<file path="src/rtl/peg_draw_ctrl.sv">
// Peg-draw request controller: accepts one (row, slot, colour) request, converts it to
// screen coordinates and sequences the datapath load/draw strobes for one 4x4 peg.
module peg_draw_ctrl #(
    parameter int unsigned BOARD_X0   = 8,
    parameter int unsigned BOARD_Y0   = 4,
    parameter int unsigned SLOT_PITCH = 6,
    parameter int unsigned ROW_PITCH  = 7,
    parameter int unsigned NUM_ROWS   = 10,
    parameter int unsigned PEG_CYCLES = 16
) (
    input  logic       clk,
    input  logic       resetn,
    input  logic       req_valid,
    input  logic [3:0] req_row,
    input  logic [1:0] req_slot,
    input  logic [2:0] req_colour,
    output logic       req_ready,
    output logic [7:0] x_out,
    output logic [6:0] y_out,
    output logic       dp_write,
    output logic       dp_draw,
    output logic       dp_rest,
    output logic       plot,
    output logic [2:0] colour_out,
    output logic       done,
    output logic       err
);

    localparam int unsigned CNT_W = 5;
    localparam int unsigned X_W   = 8;
    localparam int unsigned Y_W   = 7;

    typedef enum logic [1:0] {
        S_IDLE = 2'd0,
        S_LOAD = 2'd1,
        S_DRAW = 2'd2,
        S_FIN  = 2'd3
    } state_t;

    state_t           r_state;
    state_t           w_state_nxt;
    logic [CNT_W-1:0] r_cnt;
    logic [CNT_W-1:0] w_cnt_nxt;
    logic [X_W-1:0]   r_x;
    logic [X_W-1:0]   w_x_nxt;
    logic [Y_W-1:0]   r_y;
    logic [Y_W-1:0]   w_y_nxt;
    logic [2:0]       r_colour;
    logic [2:0]       w_colour_nxt;
    logic             r_dp_write;
    logic             w_dp_write_nxt;
    logic             r_dp_draw;
    logic             w_dp_draw_nxt;
    logic             r_done;
    logic             w_done_nxt;
    logic             r_err;
    logic             w_err_nxt;

    logic             w_accept;
    logic             w_row_bad;
    logic [X_W-1:0]   w_x_calc;
    logic [Y_W-1:0]   w_y_calc;

    // Ready is suppressed for the single cycle in which a rejection is reported.
    assign w_accept  = req_valid && (r_state == S_IDLE) && !r_err;
    assign w_row_bad = 32'(req_row) >= NUM_ROWS;
    assign w_x_calc  = X_W'(BOARD_X0 + SLOT_PITCH * 32'(req_slot));
    assign w_y_calc  = Y_W'(BOARD_Y0 + ROW_PITCH * 32'(req_row));

    // Next-state and next-output logic.
    always_comb begin
        w_state_nxt    = r_state;
        w_cnt_nxt      = r_cnt;
        w_x_nxt        = r_x;
        w_y_nxt        = r_y;
        w_colour_nxt   = r_colour;
        w_dp_write_nxt = 1'b0;
        w_dp_draw_nxt  = 1'b0;
        w_done_nxt     = 1'b0;
        w_err_nxt      = 1'b0;

        case (r_state)
            S_IDLE: begin
                if (w_accept) begin
                    if (w_row_bad) begin
                        w_err_nxt = 1'b1;
                    end else begin
                        w_state_nxt    = S_LOAD;
                        w_dp_write_nxt = 1'b1;
                        w_x_nxt        = w_x_calc;
                        w_y_nxt        = w_y_calc;
                        w_colour_nxt   = req_colour;
                    end
                end
            end
            S_LOAD: begin
                w_state_nxt   = S_DRAW;
                w_cnt_nxt     = CNT_W'(PEG_CYCLES - 1);
                w_dp_draw_nxt = 1'b1;
            end
            S_DRAW: begin
                if (r_cnt == '0) begin
                    w_state_nxt = S_FIN;
                    w_done_nxt  = 1'b1;
                end else begin
                    w_cnt_nxt     = r_cnt - CNT_W'(1);
                    w_dp_draw_nxt = 1'b1;
                end
            end
            S_FIN: begin
                w_state_nxt = S_IDLE;
            end
            default: begin
                w_state_nxt = S_IDLE;
            end
        endcase
    end

    // State and registered outputs.
    always_ff @(posedge clk) begin
        if (!resetn) begin
            r_state    <= S_IDLE;
            r_cnt      <= '0;
            r_x        <= '0;
            r_y        <= '0;
            r_colour   <= '0;
            r_dp_write <= 1'b0;
            r_dp_draw  <= 1'b0;
            r_done     <= 1'b0;
            r_err      <= 1'b0;
        end else begin
            r_state    <= w_state_nxt;
            r_cnt      <= w_cnt_nxt;
            r_x        <= w_x_nxt;
            r_y        <= w_y_nxt;
            r_colour   <= w_colour_nxt;
            r_dp_write <= w_dp_write_nxt;
            r_dp_draw  <= w_dp_draw_nxt;
            r_done     <= w_done_nxt;
            r_err      <= w_err_nxt;
        end
    end

    // Counter clear is held during reset as well as in LOAD.
    assign dp_rest    = r_dp_write || !resetn;
    assign req_ready  = resetn && (r_state == S_IDLE) && !r_err;
    assign x_out      = r_x;
    assign y_out      = r_y;
    assign dp_write   = r_dp_write;
    assign dp_draw    = r_dp_draw;
    assign plot       = r_dp_draw;
    assign colour_out = r_colour;
    assign done       = r_done;
    assign err        = r_err;

endmodule

</file>
<file path="config.mk">
export PLATFORM = sky130hd
export DESIGN_NAME = peg_draw_ctrl
export DESIGN_NICKNAME = d
export VERILOG_FILES = /design/src/rtl/peg_draw_ctrl.sv
export SDC_FILE = /design/constraint.sdc
export NUM_CORES = 1
export LEC_CHECK = 0
export BUFFER_PORTS_ARGS = -buffer_cell sky130_fd_sc_hd__buf_2
export CAP_MARGIN = 20
export CORE_MARGIN = 4
export CORE_UTILIZATION = 53
export DETAILED_ROUTE_END_ITERATION = 16
export GPL_TIMING_DRIVEN = 1
export PLACE_DENSITY_LB_ADDON = 0.25
export SETUP_SLACK_MARGIN = 0.2
export SLEW_MARGIN = 20
export SYNTH_ARGS = -nofsm -noshare
export SYNTH_HDL_FRONTEND = slang
export SYNTH_SLANG_ARGS = --single-unit
</file>
<file path="constraint.sdc">
create_clock -name clk -period 2.8 [get_ports clk]
set_clock_uncertainty 0.15 [all_clocks]
set_input_delay 0.56 -clock clk [delete_from_list [all_inputs] [get_ports clk]]
set_output_delay 0.56 -clock clk [all_outputs]
set_load 0.005 [all_outputs]
</file>
==> results of run 1 <==
## path summary, 6_finish.rpt
| check | startpoint | to | slack (ps) | cells after the start |
|---|---|---|---|---|
| worst max register to register | r_state[0] | x_out[3] | 1000 | 7 |
| worst min-delay path | req_colour[1] | colour_out[1] | 280 | 3 |
| worst max-delay path | req_row[3] | y_out[5] | 410 | 11 |
| worst min register to register | y_out[6] | y_out[6] | 320 | 2 |
## cells in the final DEF (no fill, tap or decap), types with 2 or more instances in the layout
cell and count:
nor3_1 4, fa_1 3, buf_4 6, a211oi_1 2, inv_1 18, a211oi_2 3
a21oi_2 10, ha_1 21, nand2_2 9, conb_1 3, dfxtp_1 26, nand2b_1 3
buf_2 33, clkbuf_4 3, xnor2_1 2, a21oi_1 6, nor2_1 7, nand2_1 19
## layer usage
| metal | GRT usage | up-vias |
|---|---|---|
| met3 | 0.03564 | 7 |
| met5 | 0 | - |
| met2 | 0.2870 | 31 |
| li1 | - | 594 |
| met1 | 0.2064 | 548 |
| met4 | 0.08182 | 0 |
## sequential cells by signal, summed over array words and instances, names as in the netlist
name        flops
r_cnt           5
x_out           5
y_out           7
dp_draw         1
colour_out      3
dp_write        1
err             1
r_state         2
done            1
## cell families (layout without fill, tap and decap cells)
logic type | Yosys count | after routing
buf+inv | 27 | 61
simple gates | 51 | 51
flops | 26 | 26
other cells | 1 | 3
compound gates | 28 | 28
mux | 1 | 1
fa+ha+maj | 24 | 24
xor+xnor | 2 | 2
## cell usage after synthesis, drive strengths merged
cell	count
xnor2	2
and2	1
nor2b	1
o2bb2ai	1
fa	3
o31a	1
and4b	1
buf	8
nor3	4
a211o	1
inv	18
or3b	1
dfxtp	26
conb	1
o21ai	1
nand2b	3
nand4	1
a211oi	5
a21o	1
mux2i	1
a221oi	1
or2	1
nor2	7
o211a	1
and2b	1
a21oi	16
clkbuf	1
nor4	1
nand2	28
ha	21
and4	1
## layout make-up
class,count,share of cell area
Clock buffer,3,0.01284
Clock inverter,1,0.01712
Inverter,18,0.03852
Multi-Input combinational cell,109,0.4929
Sequential cell,26,0.2967
Tap cell,31,0.02211
Timing Repair Buffer,39,0.1198
## per-stage QoR
step / std cells / hold slack, ps / total power (W)
after detailed placement: 223 / 295.9 / 0.001083
after global placement: 223 / 283.5 / 0.001043
after floorplan: 162 / 263.8 / 0.0009473
after global routing: 227 / 275.6 / 0.001444
final: 227 / 279.7 / 0.001347
after CTS: 227 / 278.6 / 0.001353
## report_power, final
| group | switching [W] | total [W] | internal, W |
|---|---|---|---|
| Sequential | 0.0000599 | 0.000513 | 0.000453 |
| Clock | 0.000119 | 0.000264 | 0.000145 |
| Combinational | 0.000315 | 0.000570 | 0.000254 |
## worst max-delay path: stages
cell,delay (ps)
buf_2,150
inv_1,60
fa_1,480
inv_1,40
ha_1,270
ha_1,170
inv_1,60
fa_1,370
xnor2_1,150
nand2_1,70
a21oi_1,140
==> reports/summary.txt, run 1 <==
final core area utilization = 0.6361
Cell Area, Synth = 0.001520 mm^2
largest cells by area after synthesis = dfxtp_1 34%, ha_1 17%, a21oi_2 5.8%
port bufs = 33
mean post-synth cell area = 9.501 um^2
RSZ-0062 raised after global routing = false
Power per Cell Area = 767.7 mW/mm^2
worst path required time = 2930 ps
Setup CP Type = input port to register
final instance area = 0.001754 mm^2
flops & latches, synth = 26
row count = 19
Final Cycle Share = 0.8549
DR pass1 iterations = 4
CTS tree = done
WL met2 = 1.492 mm
CORE AREA = 0.002758 mm^2
Post-Synth XOR/XNOR Area = 0.01152
IO Count = 37
number of setup buffers added after CTS = 0
routed wire length per instance = 12.93 um
final setup margin = 406.3 ps
Slew Limit Fails = 0
Worst Setup Start Kind = input port
initial antenna violation count = 0
DR vias = 1180
Sink Count = 26
Clock H-tree levels = 1
met3 wire len = 158 um
Place WS = 52.76 ps
post_cts resized = 0
Clock Tree Buf Depth = 2
Starting Density = 0.5513
Die W = 61.56 um
Synth Area in Compound Gates = 0.1564
area of the multi-input gates = 864.6 um^2
dpl hpwl = 2.248 mm
Vias/cell = 5.198
Min-Delay Path Class = input port to register
Met1 Routed Length = 1.220 mm
Final #Nets = 233
register clock-pin slew on the reported worst setup and hold paths = 150 ps
area added between synthesis and finish = 15.39%
DR top layer = met4
setup tns final = 0 ps
DR iter-0 viols = 27
register area share after synthesis = 0.3424
Reg area = 520.5 um^2
Total GRT Usage = 0.1707
simple-gate share of the synthesized area = 0.1745
Mapped Cells = 160
layout cells sized above 1 = 0.3520
Leakage = 0.8473 nW
largest net degree at the start of global routing = 20
share of the synthesized area in the top cell type = 0.3424
Max VDD drop = 0.5021 mV
Max Fclk = 417.8 MHz
fin crit period = 2394 ps
mux contribution to synthesized area = 0.006584
worst skew pair latency = 340 ps
Final setup viols = 0
clk root buf = clkbuf_4
DRT antenna net count = 0
die height = 61.56 um
Netlist cell types = 37
total congestion overflow = 0
status = completed
CP Max Fanout = 5
Synth Area in Adders = 0.2123
Setup crit end kind = register
hold_buf cts = 0
Placed Instance Area = 0.001702 mm^2
die area = 0.003789 mm^2
Num CTS Buffers = 3
Routed WL = 2.936 mm
Max Cap Viol = 0
vias in the first global route = 1068
routability cong. = 0.7588
first-pass GRT wire length = 4.767 mm
# DRC = 0
Yosys top cell by area = dfxtp_1
largest family of logic cells by synthesized area = adder cells
arrival time worst endpoint = 2520 ps
# fillers = 251
YS warnings = 0
ANT cells = 0
Final Hold Viols = 0
(Power assumes the default switching activity.)
==> run 2, diff against run 1 <==
Settings changed: MAX_ROUTING_LAYER set to met4.
==> run 2 against run 1 <==
Clock-buffer cell count is the same. Via count shrank 0.68%. Critical path depth unchanged. Register-to-register slack about the same. Worst hold slack better by 0.61 ps. Sequential power about the same. First-iteration DRC count is 56% higher. Wire length grew 0.41%. Sequential cell count unchanged. Combinational power about the same. Critical endpoint unchanged.
==> reports/summary.txt, run 2 (synthesis results as in run 1) <==
status = completed (unchanged)
row count = 19 (unchanged)
DRT antenna net count = 0 (unchanged)
CTS tree = done (unchanged)
Min-Delay Path Class = input port to register (unchanged)
area of the multi-input gates = 864.6 um^2 (unchanged)
arrival time worst endpoint = 2520 ps (about the same)
fin crit period = 2384 ps (was 2394 ps)
area added between synthesis and finish = 15.39% (unchanged)
final setup margin = 415.7 ps (was 406.3 ps)
number of setup buffers added after CTS = 0 (unchanged)
Slew Limit Fails = 0 (unchanged)
largest net degree at the start of global routing = 20 (unchanged)
Net Sw Frac = 0.3676 (was 0.3667)
Final #Nets = 233 (unchanged)
worst hold slack = 280.3 ps (was 279.7 ps)
Die W = 61.56 um (unchanged)
clk root buf = clkbuf_4 (unchanged)
Final setup viols = 0 (unchanged)
most common cell after layout, fill and taps aside = buf_2 (unchanged)
CP Max Fanout = 5 (unchanged)
DR pass1 iterations = 4 (unchanged)
routability cong. = 0.7688 (was 0.7588)
CORE AREA = 0.002758 mm^2 (unchanged)
Reg power frac = 0.381 (about the same)
die area = 0.003789 mm^2 (unchanged)
Final Hold Viols = 0 (unchanged)
Max Fclk = 419.4 MHz (was 417.8 MHz)
worst skew pair latency = 340 ps (about the same)
Leakage = 0.8473 nW (unchanged)
clock network fraction of design power = 0.197 (was 0.196)
NetSw = 0.0004956 W (was 0.0004938 W)
Power per Cell Area = 768.5 mW/mm^2 (was 767.7 mW/mm^2)
Total GRT Usage = 0.1760 (was 0.1707)
Routed WL = 2.948 mm (was 2.936 mm)
Place WS = 52.76 ps (unchanged)
Setup crit end kind = register (unchanged)
die height = 61.56 um (unchanged)
register clock-pin slew on the reported worst setup and hold paths = 150 ps (about the same)
port bufs = 33 (unchanged)
hold_buf cts = 0 (unchanged)
initial antenna violation count = 0 (unchanged)
internal cell power = 0.0008525 W (was 0.0008528 W)
DR iter-0 viols = 42 (was 27)
# fillers = 251 (unchanged)
Num CTS Buffers = 3 (unchanged)
Clock Tree Buf Depth = 2 (unchanged)
post_cts resized = 0 (unchanged)
vias in the first global route = 1071 (was 1068)
Largest register FFs = 7 (unchanged)
ANT cells = 0 (unchanged)
most frequent cells in the layout = 33 x buf_2, 26 x dfxtp_1, 21 x ha_1 (unchanged)
Clock H-tree levels = 1 (unchanged)
routed wire length per instance = 12.99 um (was 12.93 um)
Sink Count = 26 (unchanged)
Vias/cell = 5.163 (was 5.198)
Placed Instance Area = 0.001702 mm^2 (unchanged)
dpl hpwl = 2.248 mm (unchanged)
setup tns final = 0 ps (unchanged)
RSZ-0062 raised after global routing = false (unchanged)
worst path required time = 2930 ps (about the same)
IO Count = 37 (unchanged)
Starting Density = 0.5513 (unchanged)
Max Cap Viol = 0 (unchanged)
final instance area = 0.001754 mm^2 (unchanged)
Max VDD drop = 0.5036 mV (was 0.5021 mV)
Worst Setup Start Kind = input port (unchanged)
Final Cycle Share = 0.8515 (was 0.8549)
# DRC = 0 (unchanged)
Comb pwr share = 0.422 (was 0.423)
DR vias = 1172 (was 1180)
layout cells sized above 1 = 0.3520 (unchanged)
first-pass GRT wire length = 4.761 mm (was 4.767 mm)
Setup CP Type = input port to register (unchanged)
total congestion overflow = 0 (unchanged)
Reg area = 520.5 um^2 (unchanged)
==> run 2: cell counts in the layout (fill, tap and decap cells not counted) <==
Identical to the previous run, type by type.
==> run 2: cell type report <==
| cell class | count | area share |
|---|---|---|
| multi-input cells | 109 | 0.4929 |
| flip-flops and latches | 26 | 0.2967 |
| repair buffers | 39 | 0.1198 |
| inverters | 18 | 0.03852 |
| well taps | 31 | 0.02211 |
| clock inverters | 1 | 0.01712 |
| clock buffers | 3 | 0.01284 |
==> run 2: final timing paths <==
kind,from,cells past startpoint,slack [ps],endpoint
setup reg to reg,r_state[1],7,990,x_out[3]
hold / removal,req_colour[1],3,280,colour_out[1]
setup / recovery,req_row[3],11,420,y_out[5]
hold reg to reg,y_out[6],2,320,y_out[6]
==> run 2: worst max-delay path: stages <==
cell	delay [ps]
buf_2	150
inv_1	60
fa_1	480
inv_1	40
ha_1	270
ha_1	170
inv_1	60
fa_1	370
xnor2_1	150
nand2_1	70
a21oi_1	140
==> run 2: power groups by stage <==
stage               Sequential (W)  Combinational [W]  Clock [W]
finish                    0.000514           0.000568   0.000266
global route              0.000524           0.000638   0.000283
CTS                       0.000513           0.000574   0.000266
detailed placement        0.000520           0.000563          0
global placement          0.000513           0.000530          0
floorplan                 0.000514           0.000433          0
==> run 2: routing by layer <==
layer | part of all wire | track usage
met2 | 0.51 | 0.2870
met1 | 0.42 | 0.2064
met3 | 0.051 | 0.03564
met4 | 0.022 | 0.08182
met5 | 0 | -
==> run 2: per-stage QoR <==
step / std cells / power, W / utilization
after floorplan: 162 / 0.0009473 / -
after global placement: 223 / 0.001043 / 0.6171
after detailed placement: 223 / 0.001083 / 0.6171
after CTS: 227 / 0.001353 / 0.6361
after global routing: 227 / 0.001445 / 0.6361
final: 227 / 0.001348 / 0.6361
